## src/rtl/wb_cmd_master_if.sv

```systemverilog
// Wishbone initiator-side bus bundle used between wb_cmd_master and the FPGA register/FIFO responder.
interface wb_cmd_master_if #(
    parameter int ADDRWIDTH = 9,
    parameter int DATAWIDTH = 32
);
    logic [ADDRWIDTH-1:0] WBm_ADR_o;
    logic                 WBm_CYC_o;
    logic                 WBm_STB_o;
    logic                 WBm_WE_o;
    logic                 WBm_RD_o;
    logic [3:0]           WBm_BYTE_STB_o;
    logic [DATAWIDTH-1:0] WBm_DAT_o;
    logic [DATAWIDTH-1:0] WBm_DAT_i;
    logic                 WBm_ACK_i;

    modport master (
        output WBm_ADR_o, WBm_CYC_o, WBm_STB_o, WBm_WE_o, WBm_RD_o, WBm_BYTE_STB_o, WBm_DAT_o,
        input  WBm_DAT_i, WBm_ACK_i
    );

    modport slave (
        input  WBm_ADR_o, WBm_CYC_o, WBm_STB_o, WBm_WE_o, WBm_RD_o, WBm_BYTE_STB_o, WBm_DAT_o,
        output WBm_DAT_i, WBm_ACK_i
    );
endinterface

```

## src/rtl/wb_cmd_master.sv

```systemverilog
// Turns a command/response stream into repeated single-beat Wishbone accesses,
// with an idle gap after each access and a timeout for silent targets.
module wb_cmd_master #(
    parameter int ADDRWIDTH = 9,
    parameter int DATAWIDTH = 32,
    parameter int IDLE_GAP  = 2,
    parameter int TIMEOUT   = 16
) (
    input  logic                 WBs_CLK_i,
    input  logic                 WBs_RST_i,
    input  logic                 cmd_valid_i,
    output logic                 cmd_ready_o,
    input  logic                 cmd_we_i,
    input  logic [ADDRWIDTH-1:0] cmd_adr_i,
    input  logic [DATAWIDTH-1:0] cmd_dat_i,
    input  logic [3:0]           cmd_be_i,
    input  logic [7:0]           cmd_len_i,
    input  logic                 cmd_inc_i,
    output logic                 rsp_valid_o,
    input  logic                 rsp_ready_i,
    output logic [DATAWIDTH-1:0] rsp_dat_o,
    output logic                 rsp_err_o,
    output logic                 rsp_last_o,
    output logic                 busy_o,
    wb_cmd_master_if.master      wb
);

    typedef enum logic [1:0] {IDLE, REQ, RSP, GAP} state_t;

    localparam logic [7:0] TIMEOUT_LAST = 8'(TIMEOUT - 1);
    localparam logic [3:0] GAP_LAST     = 4'(IDLE_GAP - 1);

    state_t               state;
    logic                 we_q;
    logic                 inc_q;
    logic [ADDRWIDTH-1:0] adr_q;
    logic [DATAWIDTH-1:0] dat_q;
    logic [3:0]           be_q;
    logic [7:0]           remaining;
    logic [7:0]           wait_cnt;
    logic [3:0]           gap_cnt;
    logic                 cyc_q;
    logic                 stb_q;
    logic                 wbwe_q;
    logic                 rd_q;

    assign cmd_ready_o       = (state == IDLE) && !WBs_RST_i;
    assign busy_o            = (state != IDLE);
    assign wb.WBm_ADR_o      = adr_q;
    assign wb.WBm_DAT_o      = dat_q;
    assign wb.WBm_BYTE_STB_o = be_q;
    assign wb.WBm_CYC_o      = cyc_q;
    assign wb.WBm_STB_o      = stb_q;
    assign wb.WBm_WE_o       = wbwe_q;
    assign wb.WBm_RD_o       = rd_q;

    always_ff @(posedge WBs_CLK_i or posedge WBs_RST_i) begin
        if (WBs_RST_i) begin
            state       <= IDLE;
            we_q        <= 1'b0;
            inc_q       <= 1'b0;
            adr_q       <= '0;
            dat_q       <= '0;
            be_q        <= '0;
            remaining   <= '0;
            wait_cnt    <= '0;
            gap_cnt     <= '0;
            cyc_q       <= 1'b0;
            stb_q       <= 1'b0;
            wbwe_q      <= 1'b0;
            rd_q        <= 1'b0;
            rsp_valid_o <= 1'b0;
            rsp_dat_o   <= '0;
            rsp_err_o   <= 1'b0;
            rsp_last_o  <= 1'b0;
        end else begin
            case (state)
                IDLE: begin
                    if (cmd_valid_i) begin
                        we_q      <= cmd_we_i;
                        inc_q     <= cmd_inc_i;
                        adr_q     <= cmd_adr_i;
                        dat_q     <= cmd_dat_i;
                        be_q      <= cmd_be_i;
                        remaining <= (cmd_len_i == 8'd0) ? 8'd1 : cmd_len_i;
                        wait_cnt  <= '0;
                        cyc_q     <= 1'b1;
                        stb_q     <= 1'b1;
                        wbwe_q    <= cmd_we_i;
                        rd_q      <= !cmd_we_i;
                        state     <= REQ;
                    end
                end
                REQ: begin
                    // An ACK in the final allowed cycle still wins over the timeout.
                    if (wb.WBm_ACK_i) begin
                        rsp_dat_o   <= we_q ? '0 : wb.WBm_DAT_i;
                        rsp_err_o   <= 1'b0;
                        rsp_last_o  <= (remaining == 8'd1);
                        rsp_valid_o <= 1'b1;
                        cyc_q       <= 1'b0;
                        stb_q       <= 1'b0;
                        wbwe_q      <= 1'b0;
                        rd_q        <= 1'b0;
                        state       <= RSP;
                    end else if (wait_cnt == TIMEOUT_LAST) begin
                        rsp_dat_o   <= '0;
                        rsp_err_o   <= 1'b1;
                        rsp_last_o  <= 1'b1;
                        rsp_valid_o <= 1'b1;
                        remaining   <= 8'd1;
                        cyc_q       <= 1'b0;
                        stb_q       <= 1'b0;
                        wbwe_q      <= 1'b0;
                        rd_q        <= 1'b0;
                        state       <= RSP;
                    end else begin
                        wait_cnt <= wait_cnt + 8'd1;
                    end
                end
                RSP: begin
                    if (rsp_ready_i) begin
                        rsp_valid_o <= 1'b0;
                        rsp_dat_o   <= '0;
                        rsp_err_o   <= 1'b0;
                        rsp_last_o  <= 1'b0;
                        remaining   <= remaining - 8'd1;
                        gap_cnt     <= '0;
                        if (inc_q && we_q) begin
                            dat_q <= dat_q + 1'b1;
                        end
                        if (IDLE_GAP != 0) begin
                            state <= GAP;
                        end else if (remaining > 8'd1) begin
                            wait_cnt <= '0;
                            cyc_q    <= 1'b1;
                            stb_q    <= 1'b1;
                            wbwe_q   <= we_q;
                            rd_q     <= !we_q;
                            state    <= REQ;
                        end else begin
                            state <= IDLE;
                        end
                    end
                end
                GAP: begin
                    if (gap_cnt == GAP_LAST) begin
                        if (remaining != 8'd0) begin
                            wait_cnt <= '0;
                            cyc_q    <= 1'b1;
                            stb_q    <= 1'b1;
                            wbwe_q   <= we_q;
                            rd_q     <= !we_q;
                            state    <= REQ;
                        end else begin
                            state <= IDLE;
                        end
                    end else begin
                        gap_cnt <= gap_cnt + 4'd1;
                    end
                end
                default: state <= IDLE;
            endcase
        end
    end

endmodule

```

## src/flat_wrapper.sv

```systemverilog
// flat-port wrapper written by rule: the top's interface ports become plain ports
module wb_cmd_master_flat 
#(
    parameter int ADDRWIDTH = 9,
    parameter int DATAWIDTH = 32,
    parameter int IDLE_GAP  = 2,
    parameter int TIMEOUT   = 16
)
  (WBs_CLK_i, WBs_RST_i, cmd_valid_i, cmd_ready_o, cmd_we_i, cmd_adr_i, cmd_dat_i, cmd_be_i, cmd_len_i, cmd_inc_i, rsp_valid_o, rsp_ready_i, rsp_dat_o, rsp_err_o, rsp_last_o, busy_o, wb_WBm_ADR_o, wb_WBm_CYC_o, wb_WBm_STB_o, wb_WBm_WE_o, wb_WBm_RD_o, wb_WBm_BYTE_STB_o, wb_WBm_DAT_o, wb_WBm_DAT_i, wb_WBm_ACK_i);
  wb_cmd_master_if #(.ADDRWIDTH(ADDRWIDTH), .DATAWIDTH(DATAWIDTH)) wb_i ();
  input  logic WBs_CLK_i;
  input  logic WBs_RST_i;
  input  logic cmd_valid_i;
  output logic cmd_ready_o;
  input  logic cmd_we_i;
  input  logic [ADDRWIDTH-1:0] cmd_adr_i;
  input  logic [DATAWIDTH-1:0] cmd_dat_i;
  input  logic [3:0] cmd_be_i;
  input  logic [7:0] cmd_len_i;
  input  logic cmd_inc_i;
  output logic rsp_valid_o;
  input  logic rsp_ready_i;
  output logic [DATAWIDTH-1:0] rsp_dat_o;
  output logic rsp_err_o;
  output logic rsp_last_o;
  output logic busy_o;
  output wire logic [$bits(wb_i.WBm_ADR_o)-1:0] wb_WBm_ADR_o;
  output wire logic [$bits(wb_i.WBm_CYC_o)-1:0] wb_WBm_CYC_o;
  output wire logic [$bits(wb_i.WBm_STB_o)-1:0] wb_WBm_STB_o;
  output wire logic [$bits(wb_i.WBm_WE_o)-1:0] wb_WBm_WE_o;
  output wire logic [$bits(wb_i.WBm_RD_o)-1:0] wb_WBm_RD_o;
  output wire logic [$bits(wb_i.WBm_BYTE_STB_o)-1:0] wb_WBm_BYTE_STB_o;
  output wire logic [$bits(wb_i.WBm_DAT_o)-1:0] wb_WBm_DAT_o;
  input wire logic [$bits(wb_i.WBm_DAT_i)-1:0] wb_WBm_DAT_i;
  input wire logic [$bits(wb_i.WBm_ACK_i)-1:0] wb_WBm_ACK_i;
  assign wb_WBm_ADR_o = wb_i.WBm_ADR_o;
  assign wb_WBm_CYC_o = wb_i.WBm_CYC_o;
  assign wb_WBm_STB_o = wb_i.WBm_STB_o;
  assign wb_WBm_WE_o = wb_i.WBm_WE_o;
  assign wb_WBm_RD_o = wb_i.WBm_RD_o;
  assign wb_WBm_BYTE_STB_o = wb_i.WBm_BYTE_STB_o;
  assign wb_WBm_DAT_o = wb_i.WBm_DAT_o;
  assign wb_i.WBm_DAT_i = wb_WBm_DAT_i;
  assign wb_i.WBm_ACK_i = wb_WBm_ACK_i;
  wb_cmd_master #(.ADDRWIDTH(ADDRWIDTH), .DATAWIDTH(DATAWIDTH), .IDLE_GAP(IDLE_GAP), .TIMEOUT(TIMEOUT)) u_core (.WBs_CLK_i(WBs_CLK_i), .WBs_RST_i(WBs_RST_i), .cmd_valid_i(cmd_valid_i), .cmd_ready_o(cmd_ready_o), .cmd_we_i(cmd_we_i), .cmd_adr_i(cmd_adr_i), .cmd_dat_i(cmd_dat_i), .cmd_be_i(cmd_be_i), .cmd_len_i(cmd_len_i), .cmd_inc_i(cmd_inc_i), .rsp_valid_o(rsp_valid_o), .rsp_ready_i(rsp_ready_i), .rsp_dat_o(rsp_dat_o), .rsp_err_o(rsp_err_o), .rsp_last_o(rsp_last_o), .busy_o(busy_o), .wb(wb_i));
endmodule
```

## config.mk

```make
export PLATFORM = sky130hd
export DESIGN_NAME = wb_cmd_master_flat
export DESIGN_NICKNAME = d
export VERILOG_FILES = /design/src/rtl/wb_cmd_master_if.sv /design/src/rtl/wb_cmd_master.sv /design/src/flat_wrapper.sv
export SDC_FILE = /design/constraint.sdc
export NUM_CORES = 1
export LEC_CHECK = 0
export BUFFER_PORTS_ARGS = -buffer_cell sky130_fd_sc_hd__buf_2
export CORE_MARGIN = 2
export CORE_UTILIZATION = 30
export CTS_CLUSTER_SIZE = 16
export DETAILED_ROUTE_END_ITERATION = 6
export HOLD_SLACK_MARGIN = 0.03
export SLEW_MARGIN = 20
export SYNTH_ARGS = -nofsm -noshare
export SYNTH_HDL_FRONTEND = slang
export SYNTH_SLANG_ARGS = --single-unit
```

## constraint.sdc

```tcl
create_clock -name WBs_CLK_i -period 4.5 [get_ports WBs_CLK_i]
set_clock_uncertainty 0.2 [all_clocks]
set_input_delay 0.45 -clock WBs_CLK_i [delete_from_list [all_inputs] [get_ports WBs_CLK_i]]
set_output_delay 0.45 -clock WBs_CLK_i [all_outputs]
set_load 0.02 [all_outputs]
```

==> metrics.md, run 1 <==
| Metric | Value |
|---|---|
| Seq/Total Area, Yosys | `45.7%` |
| Clk pwr share | `around 14%` |
| Pre-CTS WS | `1.54 ns` |
| PostCTS Resize Cnt | `0` |
| Hold Vio Cnt, Final | `0` |
| Die height | `144 um` |
| Async set-or-reset flop fraction in the synthesized netlist | `100%` |
| Combinational share of power | `52.0%` |
| Core Area | `19300 um2` |
| Worst-Margin Slew | `0.967 ns` |
| Post-synth top area cell | `dfrtp_1` |
| Post-Syn Area | `approximately 6000 um2` |
| Largest family of logic cells by synthesized area | `compound AO/OA/AOI/OAI gates` |
| Sw power | `2.64 mW` |
| Drt wl/cell | `17.0 um` |
| Yosys top cell area share | `45.7%` |
| Top cells by area, synth | `dfrtp_1 (46%), a22o_1 (5.2%), a21oi_1 (3.4%)` |
| Worst slew margin | `between 30% and 40%` |
| Critical Path AT | `3.08 ns` |
| Distinct cell type count of the synthesized netlist | `slightly below 80` |
| Synth Area in XOR/XNOR | `0.299%` |
| Tmin final | `2.99 ns` |
| Share of layout cells above drive strength 1 | `between 30% and 40%` |
| Internal Pwr Total | `2.83 mW` |
| Pin count of the biggest net entering global routing | `69` |
| Vias per cell | `5.32` |
| Initial antenna violation count | `1` |
| CP required | `4.58 ns` |
| DRT iter0 DRCs | `325` |
| Vias in the first global route | `4785` |
| DR vias | `5343` |
| Endpoint, Worst Hold | `u_core.wb.WBm_ADR_o[8]` |
| Gr usage total | `15.8%` |
| Final WS setup | `1.51 ns` |
| # clock sinks | `107` |
| Hold path depth | `2` |
| Post-Synth Adder-Cell Area | `approximately 2.6%` |
| Top-Level Pins | `178` |
| Switching Fraction | `roughly half` |
| CTS Root Cell | `clkbuf_16` |
| Leakage | `roughly 3.3 nW` |
| Skew-Pair Late Insertion Delay | `0.35 ns` |
| R2r worst-path depth | `7` |
| Reg power frac | `34.2%` |
| DR pass1 iterations | `5` |
| WS Path Type | `reg2reg` |
| Status | `finished, final reports clean` |
| Commonest non-fill, non-tap cell in the layout | `buf_2` |
| First-pass GRT wire length | `between 20000 and 30000 um` |
| Post-synthesis simple-gate area fraction | `18.6%` |
| Sequential cell area | `2680 um2` |
| Final Max Slew Viols | `0` |
| Worst r2r dst | `u_core.wb.WBm_DAT_o[24]` |
| DP HPWL | `12000 um` |
| H-Tree Depth | `3` |
| Setup_tns | `0 ns` |
| Reg2reg setup slack | `1.51 ns` |
| Residual DRC | `0` |
| Postcts setup bufs | `0` |
| Fmax achieved | `334 MHz` |
| TritonCTS clock tree | `built` |
| Setup repair after global routing missed its margin | `false` |
| Antenna diodes | `0` |
| RePlAce Congestion | `about 0.82` |
| Multiplexer share of the synthesized area | `4.12%` |
| Crit path launch type | `register` |
| Port buffer count | `177` |
| Grt ovf | `0` |
| Crit. End Element | `register` |
| Drt total wl | `17000 um` |
| Flops & latches, synth | `107` |
| Hold Crit Class | `in2reg` |
| Worst reg2reg path startpoint | `u_core.state[0]` |
| Power per cell area | `758 nW/um2` |
| Max VDD drop | `0.000305 V` |
| Max-Cap Viols | `0` |
| Min Hold Slack | `0.130 ns` |
| Worst-path clk slew | `0.07 ns` |
| Row cnt | `51` |
| Hold Crit Start | `cmd_adr_i[8]` |
| CTS Buffer Depth | `2` |
| Die area | `20700 um2` |
| Die width | `144 um` |
| CTS Hold Bufs | `1` |
| Most frequent cells in the layout | `buf_2 (177), dfrtp_1 (107), a21oi_1 (40)` |
| Final setup viols | `0` |
| Post-synth top flop | `dfrtp_1` |
| Number of flops mapped to enable cells by yosys | `0` |
| Post-route ant nets | `0` |
| Post-synthesis compound-gate area fraction | `23.6%` |
| Mean Syn Cell Area | `roughly 10 um2` |
| Final-layout fill cell count | `1975` |
| Tcrit/Tclk final | `66.5%` |
| Final net count | `838` |
| Area grow syn2layout | `23.1%` |
| TritonCTS Buffers | `9` |
| Syn_nets | `682` |
| Multi-input gate area | `2890 um2` |
| Synth warn | `0` |
| Starting Density | `30.3%` |
| Max Fanout on Critical Path | `between 60 and 70` |
| Mapped Cells | `578` |
## through the flow
stage,instance area [um2],power (mW),instances,util (%)
6_report,7220,5.47,1004,37.3
2_1_floorplan,5860,3.90,578,-
5_1_grt,7220,5.87,1004,37.3
4_1_cts,7220,5.51,1004,37.3
3_3_place_gp,6940,4.71,987,35.9
3_5_place_dp,6940,4.72,987,35.9
## power by group through the flow
stage / Clock [mW] / Combinational (mW) / Sequential [mW]
floorplan: 0 / 1.68 / 2.22
global placement: 0 / 2.84 / 1.87
detailed placement: 0 / 2.85 / 1.88
CTS: 0.792 / 2.86 / 1.86
global route: 0.822 / 3.11 / 1.94
finish: 0.753 / 2.85 / 1.87
## sequential cells by signal (all words and copies together), names as in the netlist, 2 cells and up
signal	count
u_core.wb.WBm_DAT_o	32
u_core.wait_cnt	8
u_core.state	2
u_core.rsp_dat_o	32
u_core.gap_cnt	4
u_core.wb.WBm_BYTE_STB_o	4
u_core.remaining	8
u_core.wb.WBm_ADR_o	9
## cell usage after synthesis, types with 6 or more instances
master,count
a211oi_1,6
a21oi_1,40
a22o_1,35
a2bb2oi_1,7
a32oi_1,6
and4_1,9
buf_2,18
buf_4,7
clkbuf_1,12
dfrtp_1,107
ha_1,12
inv_1,20
mux2_2,17
nand2_1,34
nand3_1,34
nand4_1,19
nor2_1,20
nor3_1,15
nor4_1,11
o211ai_1,12
o21ai_0,18
o22ai_1,8
o31ai_1,9
## area by class of cell
cell class / instances / area share (%)
inverters: 21 / 1.13
repair buffers: 187 / 13.3
well taps: 265 / 4.59
clock inverters: 6 / 0.572
flip-flops and latches: 107 / 37.1
multi-input cells: 408 / 40.1
clock buffers: 10 / 3.17
## worst max-delay path by stage
stage	start	to	slack (ns)	cells past startpoint
final	u_core.state[0]	u_core.wb.WBm_DAT_o[24]	1.51	7
after global routing	u_core.state[0]	u_core.wb.WBm_DAT_o[25]	1.26	7
after CTS	u_core.state[0]	u_core.remaining[7]	1.54	7
after detailed placement	u_core.state[0]	u_core.remaining[7]	1.54	7
after global placement	u_core.state[0]	u_core.remaining[7]	1.59	7
after floorplan	WBs_RST_i	u_core.gap_cnt[0]	1.03	1
## routing by layer
layer  vias to the layer above  GRT usage (%)  part of all wire (%)
met5                         -              0                 0.076
met3                        20           4.17                   7.5
li1                       2555              -                     -
met4                         2           4.59                   1.4
met2                       217           23.7                    44
met1                      2549           22.3                    47
## critical path, stage by stage (launching register included)
cell and delay, ns:
dfrtp_1 0.40, inv_1 0.16, ha_2 0.21, buf_4 0.57
inv_1 0.65, nor4_1 0.47, nand4_1 0.13, nand4_1 0.12
## logic make-up after synthesis
| group | Yosys count |
|---|---|
| AO/OA/AOI/OAI | 188 |
| XOR/XNOR | 2 |
| adder cells (fa/ha/maj) | 12 |
| buffers and inverters | 63 |
| flip-flops | 107 |
| multiplexers | 22 |
| AND/OR/NAND/NOR | 184 |
Note: power is estimated with default switching activity, not from simulation.
==> run 2: changes to the inputs <==
--- a/config.mk
+++ b/config.mk
@@ -5,6 +5,7 @@
 export SDC_FILE = /design/constraint.sdc
 export NUM_CORES = 1
 export LEC_CHECK = 0
+export ABC_AREA = 1
 export BUFFER_PORTS_ARGS = -buffer_cell sky130_fd_sc_hd__buf_2
 export CORE_MARGIN = 2
 export CORE_UTILIZATION = 30
==> constraint.sdc (replaced) <==
create_clock -name WBs_CLK_i -period 2.44 [get_ports WBs_CLK_i]
set_clock_uncertainty 0.2 [all_clocks]
set_input_delay 0.244 -clock WBs_CLK_i [delete_from_list [all_inputs] [get_ports WBs_CLK_i]]
set_output_delay 0.244 -clock WBs_CLK_i [all_outputs]
set_load 0.02 [all_outputs]
==> run 2 against run 1 <==
Net effect: design area up 19%; first-iteration DRC count up 0.31%; area after synthesis rose by 8.8%; final cell count up 39%; via count rose by 19%; synthesized cell count grew 50%; critical path depth is 1 higher; count of clock-buffer cells in the layout is 1 lower; highest routed layer is now met4.
==> metrics.md, run 2 <==
| Metric | Value |
|---|---|
| Port buffer count | `177 (unchanged)` |
| H-Tree Depth | `3 (unchanged)` |
| Crit path launch type | `register (unchanged)` |
| Hold Vio Cnt, Final | `0 (unchanged)` |
| Syn_nets | `972 (was 682)` |
| Gr usage total | `16.5% (was 15.8%)` |
| Die height | `150 um (was 144 um)` |
| Post-synth top flop | `dfrtp_1 (unchanged)` |
| Core Area | `21000 um2 (was 19300 um2)` |
| Worst reg2reg path startpoint | `u_core.state[0] (unchanged)` |
| Max-Cap Viols | `0 (unchanged)` |
| Fmax achieved | `448 MHz (was 334 MHz)` |
| Clk pwr share | `14.2% (was 13.8%)` |
| Hold Crit Class | `in2reg (unchanged)` |
| Grt ovf | `0 (unchanged)` |
| CP required | `2.47 ns (was 4.58 ns)` |
| DP HPWL | `12800 um (was 12000 um)` |
| Slowest stage delay, CP | `0.42 ns (was 0.65 ns)` |
| Synth warn | `0 (unchanged)` |
| Min Hold Slack | `0.0414 ns (was 0.130 ns)` |
| Slowest stage cell, crit path | `dfrtp_1 (was inv_1)` |
| Most frequent CP cell | `nand2_1` |
| Combinational share of power | `54.8% (was 52.0%)` |
| Skew-Pair Late Insertion Delay | `0.36 ns (was 0.35 ns)` |
| Max Fanout on Critical Path | `55 (was 68)` |
| Max VDD drop | `0.000778 V (was 0.000305 V)` |
| CP cell instances | `inv_1 > ha_4 > buf_12 > inv_2 > nand2_1 > nand3_4 > nand2_1 > o21ai_0 (was inv_1 > ha_2 > buf_4 > inv_1 > nor4_1 > nand4_1 > nand4_1)` |
| TritonCTS Buffers | `9 (unchanged)` |
| Worst r2r dst | `u_core.rsp_dat_o[21] (was u_core.wb.WBm_DAT_o[24])` |
| Worst slew margin | `56.0% (was 35.5%)` |
| Distinct cell type count of the synthesized netlist | `37 (was 79)` |
| Vias in the first global route | `6085 (was 4785)` |
| Pin count of the biggest net entering global routing | `108 (was 69)` |
| Residual DRC | `0 (unchanged)` |
| Final setup viols | `0 (unchanged)` |
| Final net count | `1216 (was 838)` |
| Setup repair after global routing missed its margin | `false (unchanged)` |
| Mapped Cells | `868 (was 578)` |
| Post-route ant nets | `0 (unchanged)` |
| Most frequent cell after synthesis | `nand2_1 (was dfrtp_1)` |
| TritonCTS clock tree | `built (unchanged)` |
| DR pass1 iterations | `4 (was 5)` |
| Top-Level Pins | `178 (unchanged)` |
| WP depth | `8 (was 7)` |
| Die width | `150 um (was 144 um)` |
| Worst-Margin Slew | `0.659 ns (was 0.967 ns)` |
| Commonest non-fill, non-tap cell in the layout | `nand2_1 (was buf_2)` |
| Crit. End Element | `register (unchanged)` |
| Final Max Slew Viols | `0 (unchanged)` |
| Drt wl/cell | `13.1 um (was 17.0 um)` |
| Critical Path AT | `2.27 ns (was 3.08 ns)` |
| Hold Crit Start | `cmd_dat_i[7] (was cmd_adr_i[8])` |
| Yosys top cell area share | `42.0% (was 45.7%)` |
| Async set-or-reset flop fraction in the synthesized netlist | `100% (unchanged)` |
| Multi-input gate area | `3180 um2 (was 2890 um2)` |
| Internal Pwr Total | `5.33 mW (was 2.83 mW)` |
| Drt total wl | `18300 um (was 17000 um)` |
| Starting Density | `30.5% (was 30.3%)` |
| Switching Fraction | `50.8% (was 48.2%)` |
| Row cnt | `53 (was 51)` |
| Buf/Inv on CP | `3 (unchanged)` |
| WS Path Type | `reg2reg (unchanged)` |
| Cell family with most CP delay | `simple AND/OR/NAND/NOR gates (was buffers and inverters)` |
| Power per cell area | `1260 nW/um2 (was 758 nW/um2)` |
| Mean Syn Cell Area | `7.35 um2 (was 10.1 um2)` |
| Initial antenna violation count | `0 (was 1)` |
| CTS Root Cell | `clkbuf_16 (unchanged)` |
| Most frequent cells in the layout | `nand2_1 (299), buf_2 (177), dfrtp_1 (107) (was buf_2 (177), dfrtp_1 (107), a21oi_1 (40))` |
| Sequential cell area | `2680 um2 (unchanged)` |
| # clock sinks | `107 (unchanged)` |
| Top cells by area, synth | `dfrtp_1 (42%), nand2_1 (18%), nor2_1 (6.2%) (was dfrtp_1 (46%), a22o_1 (5.2%), a21oi_1 (3.4%))` |
| Die area | `22500 um2 (was 20700 um2)` |
| Post-synth top area cell | `dfrtp_1 (unchanged)` |
| Worst-path clk slew | `0.09 ns (was 0.07 ns)` |
| First-pass GRT wire length | `29900 um (was 25900 um)` |
| Final-layout fill cell count | `2190 (was 1975)` |
| Number of flops mapped to enable cells by yosys | `0 (unchanged)` |
| Setup_tns | `0 ns (unchanged)` |
| Seq/Total Area, Yosys | `42.0% (was 45.7%)` |
| Share of layout cells above drive strength 1 | `25.3% (was 33.0%)` |
| Flops & latches, synth | `107 (unchanged)` |
| Sw power | `5.50 mW (was 2.64 mW)` |
| Status | `finished, final reports clean (unchanged)` |
| Tmin final | `2.23 ns (was 2.99 ns)` |
| Post-Syn Area | `6380 um2 (was 5860 um2)` |
| Reg2reg setup slack | `0.21 ns (was 1.51 ns)` |
| Hold path depth | `5 (was 2)` |
| Post-synth top cells | `nand2_1 (299), dfrtp_1 (107), nor2_1 (106) (was dfrtp_1 (107), a21oi_1 (40), a22o_1 (35))` |
| CTS Buffer Depth | `2 (unchanged)` |
| Leakage | `4.33 nW (was 3.26 nW)` |
| R2r worst-path depth | `8 (was 7)` |
| DR vias | `6354 (was 5343)` |
| DRT iter0 DRCs | `326 (was 325)` |
| Tcrit/Tclk final | `91.5% (was 66.5%)` |
| Area grow syn2layout | `34.6% (was 23.1%)` |
| Endpoint, Worst Hold | `u_core.wb.WBm_DAT_o[7] (was u_core.wb.WBm_ADR_o[8])` |
| Vias per cell | `4.56 (was 5.32)` |
| RePlAce Congestion | `0.821 (was 0.825)` |
| Reg power frac | `31.0% (was 34.2%)` |
## run 2: cell types whose count changed after synthesis, moves of 15 or more
cell     before  now
inv_1        20   85
nand2_1      34  299
nor2_1       20  106
a22o_1       35    0
nand4_1      19    4
a21oi_1      40   20
o21ai_0      18   57
o21ai_2       0   30
## run 2: metrics by stage
step	setup slack [ns]	utilization [%]	instances	total power, mW	instance area [um2]
floorplan	0.578	-	868	7.61	6380
global placement	0.162	35.9	1302	9.16	7520
detailed placement	0.0782	35.9	1302	9.24	7520
CTS	0.0788	40.9	1392	10.9	8580
global route	0.0139	41.0	1392	11.8	8590
finish	0.207	41.0	1393	10.8	8590
## run 2: power groups by stage
stage          Sequential (mW)  Combinational [mW]  Clock [mW]
2_1_floorplan             4.03                3.58           0
3_3_place_gp              3.36                5.81           0
3_5_place_dp              3.36                5.88           0
4_1_cts                   3.34                5.98        1.60
5_1_grt                   3.47                6.70        1.66
6_report                  3.35                5.94        1.54
## run 2: layout make-up
type                       count  share of cell area, %
clock inverter                 7                   1.09
tap                          275                   4.01
antenna                        1                 0.0291
inverter                      89                   3.93
timing repair buffer         261                   20.1
clock buffer                   9                   2.62
sequential                   107                   31.2
multi-input combinational    644                   37.0
## run 2: what timing repair did
| item | 4_1_cts | 5_1_grt |
|---|---|---|
| hold endpoints to repair | 180 | 0 |
| endpoints found under the setup margin | 0 | 19 |
| hold buffers | 74 | 0 |
| setup buffers | 0 | 0 |
| resized for setup | 0 | 1 |
## run 2: worst reg2reg max path, stage by stage (launching register included)
cell and delay [ns]:
dfrtp_1 0.42, inv_1 0.16, ha_4 0.22, buf_12 0.24, inv_2 0.10, nand2_1 0.11
nand3_4 0.37, nand2_1 0.18, o21ai_0 0.11
## run 2: cell families (layout without fill, tap and decap cells)
group           count (synthesis)  in the layout  share of synthesized area (%)
simple gates                  493            493                           32.6
compound gates                122            122                           11.8
buf+inv                       117            366                           8.41
flops                         107            107                           42.0
mux                            14             14                           2.47
fa+ha+maj                      12             12                           2.35
xor+xnor                        3              3                          0.412
other cells                     0              1                              0
## run 2: metal layers
layer	up-vias	global-route usage [%]	share of wire, %
li1	3231	-	-
met1	2937	21.5	45
met2	169	28.3	49
met3	17	3.48	5.1
met4	0	3.25	0.90
met5	-	0	0
## run 2: worst max path at each step
stage                         start                      to  slack [ns]
floorplan           u_core.state[0]  u_core.wb.WBm_DAT_o[5]        0.58
global route        u_core.state[1]    u_core.rsp_dat_o[17]        0.01
global placement    u_core.state[0]     u_core.rsp_dat_o[3]        0.16
finish              u_core.state[0]    u_core.rsp_dat_o[21]        0.21
CTS                 u_core.state[0]    u_core.rsp_dat_o[17]        0.08
detailed placement  u_core.state[0]    u_core.rsp_dat_o[17]        0.08
==> run 3: changes to the inputs <==
--- a/config.mk
+++ b/config.mk
@@ -5,7 +5,6 @@
 export SDC_FILE = /design/constraint.sdc
 export NUM_CORES = 1
 export LEC_CHECK = 0
-export ABC_AREA = 1
 export BUFFER_PORTS_ARGS = -buffer_cell sky130_fd_sc_hd__buf_2
 export CORE_MARGIN = 2
 export CORE_UTILIZATION = 30
==> run 3 against run 2 <==
Net effect: via count down 8.6%; sequential cell count unchanged; non-clock buffer count up 27; register-to-register slack worse by 0.06 ns; first-iteration DRC count down 20%; count of clock-buffer cells in the layout up 1; combinational power down 2%; critical path depth down 3; utilization up 2.0 points; worst setup slack worse by 0.057 ns; sequential share of layout area up 1.0 points; largest cell class unchanged; largest power group unchanged.
==> metrics.md, run 3 (synthesized netlist as in run 1, its figures left out) <==
| Metric | Value |
|---|---|
| Drt wl/cell | `16.2 um (was 13.1 um)` |
| Power per cell area | `1300 nW/um2 (was 1260 nW/um2)` |
| CP required | `2.51 ns (was 2.47 ns)` |
| Pin count of the biggest net entering global routing | `57 (was 108)` |
| RePlAce Congestion | `0.908 (was 0.821)` |
| Die area | `20700 um2 (was 22500 um2)` |
| Top Metal Used | `met4 (unchanged)` |
| Final net count | `939 (was 1216)` |
| Slowest stage cell, crit path | `a31oi_2 (was dfrtp_1)` |
| Tcrit/Tclk final | `93.9% (was 91.5%)` |
| Die width | `144 um (was 150 um)` |
| Worst-Margin Slew | `0.682 ns (was 0.659 ns)` |
| Final setup viols | `0 (unchanged)` |
| Hold Crit Class | `in2reg (unchanged)` |
| Setup repair after global routing missed its margin | `false (unchanged)` |
| Core Area | `19300 um2 (was 21000 um2)` |
| # clock sinks | `107 (unchanged)` |
| Setup_tns | `0 ns (unchanged)` |
| Placed cells | `1015 (was 1302)` |
| Vias per cell | `5.25 (was 4.56)` |
| Pre-CTS WS | `0.138 ns (was 0.0782 ns)` |
| H-Tree Depth | `3 (unchanged)` |
| Critical Path AT | `2.37 ns (was 2.27 ns)` |
| Hold Vio Cnt, Final | `0 (unchanged)` |
| Leakage | `3.76 nW (was 4.33 nW)` |
| Port buffer count | `177 (unchanged)` |
| CTS Buffer Depth | `2 (unchanged)` |
| Worst-path clk slew | `0.08 ns (was 0.09 ns)` |
| Final Util | `43.0% (was 41.0%)` |
| CP cell instances | `ha_1 > and4b_1 > a31oi_2 > or2_1 > mux2i_1 (was inv_1 > ha_4 > buf_12 > inv_2 > nand2_1 > nand3_4 > nand2_1 > o21ai_0)` |
| Area grow syn2layout | `41.8% (was 34.6%)` |
| Gr usage total | `17.4% (was 16.5%)` |
| DR pass1 iterations | `5 (was 4)` |
| Cell family with most CP delay | `simple AND/OR/NAND/NOR gates (unchanged)` |
| Starting Density | `30.3% (was 30.5%)` |
| Residual DRC | `0 (unchanged)` |
| Crit. End Element | `register (unchanged)` |
| Final WS setup | `0.149 ns (was 0.207 ns)` |
| Post-route ant nets | `0 (unchanged)` |
| Row cnt | `51 (was 53)` |
| Buf/Inv on CP | `0 (was 3)` |
| Die height | `144 um (was 150 um)` |
| Initial antenna violation count | `1 (was 0)` |
| Drt total wl | `17900 um (was 18300 um)` |
| WL met3 | `1090 um (was 929 um)` |
| TritonCTS clock tree | `built (unchanged)` |
| DP HPWL | `12300 um (was 12800 um)` |
| Fmax achieved | `437 MHz (was 448 MHz)` |
| WS Path Type | `reg2reg (unchanged)` |
| DR vias | `5806 (was 6354)` |
| Max-Cap Viols | `0 (unchanged)` |
| Top-Level Pins | `178 (unchanged)` |
| First-pass GRT wire length | `28700 um (was 29900 um)` |
| Crit path launch type | `register (unchanged)` |
| Final-layout fill cell count | `1828 (was 2190)` |
| Tmin final | `2.29 ns (was 2.23 ns)` |
| Grt ovf | `0 (unchanged)` |
| Met2 Routed Length | `7940 um (was 8950 um)` |
| Vias in the first global route | `5572 (was 6085)` |
| DRT iter0 DRCs | `261 (was 326)` |
| Max Fanout on Critical Path | `8 (was 55)` |
| Layout Cells excl Fill | `1106 (was 1393)` |
| Commonest non-fill, non-tap cell in the layout | `buf_2 (was nand2_1)` |
| Share of layout cells above drive strength 1 | `32.9% (was 25.3%)` |
| Slowest stage delay, CP | `0.45 ns (was 0.42 ns)` |
| Max VDD drop | `0.000659 V (was 0.000778 V)` |
| Final Max Slew Viols | `0 (unchanged)` |
| Most frequent cells in the layout | `buf_2 (177), dfrtp_1 (107), dlygate4sd3_1 (73) (was nand2_1 (299), buf_2 (177), dfrtp_1 (107))` |
| Status | `finished, final reports clean (unchanged)` |
| CTS Root Cell | `clkbuf_16 (unchanged)` |
| Worst slew margin | `54.2% (was 56.0%)` |
| Met1 Wirelength | `8560 um (was 8270 um)` |
| TritonCTS Buffers | `9 (unchanged)` |
| Skew-Pair Late Insertion Delay | `0.35 ns (was 0.36 ns)` |
==> run 3: per-layer routing <==
metal	vias to the layer above	track usage [%]
met5	-	0
met4	0	5.78
met3	23	2.90
met2	238	27.0
met1	2779	24.6
li1	2766	-
==> run 3: what timing repair did <==
| action | 4_1_cts | 5_1_grt |
|---|---|---|
| setup buffers | 0 | 1 |
| hold buffers | 73 | 0 |
| endpoints found under the setup margin | 0 | 22 |
| resized for setup | 0 | 4 |
| endpoints found under the hold margin | 93 | 0 |
==> run 3: worst paths after layout <==
kind,startpoint,end,slack (ns),cells after the start
max,u_core.wait_cnt[0],u_core.remaining[1],0.15,5
max in group asynchronous,WBs_RST_i,u_core.rsp_dat_o[31],1.05,4
min in group asynchronous,WBs_RST_i,u_core.remaining[1],0.31,3
max reg2reg,u_core.wait_cnt[0],u_core.remaining[1],0.15,5
min reg2reg,u_core.rsp_dat_o[23],u_core.rsp_dat_o[23],0.29,1
min,cmd_len_i[1],u_core.remaining[1],0.03,3
==> run 3: per-stage QoR <==
step | hold slack, ns | instance area (um2) | power (mW)
after global placement | 0.159 | 7220 | 9.07
final | 0.0285 | 8310 | 10.8
after global routing | 0.0540 | 8310 | 11.7
after CTS | 0.0301 | 8280 | 10.9
after floorplan | 0.184 | 5870 | 7.19
after detailed placement | 0.154 | 7220 | 9.09
==> run 3: area by class of cell <==
| type | instances | area (um2) | area share (%) |
|---|---|---|---|
| clock inverter | 6 | 87.6 | 1.05 |
| multi-input combinational | 408 | 2920 | 35.1 |
| sequential | 107 | 2680 | 32.2 |
| tap | 265 | 332 | 3.99 |
| inverter | 21 | 82.6 | 0.993 |
| timing repair buffer | 288 | 1980 | 23.8 |
| antenna | 1 | 2.50 | 0.0301 |
| clock buffer | 10 | 239 | 2.87 |
==> run 3: tightest hold or removal path: cells and delay by family <==
family	cells	cell delay (ns)
compound gates	1	0.06
mux	1	0.12
buf+inv	1	0.10
==> run 3: where the power goes <==
group          switching [mW]  leakage [nW]  internal, mW
logic                    3.50          2.27          2.35
clock network           0.692         0.163         0.931
registers               0.784          1.34          2.59
total                    4.98          3.76          5.87
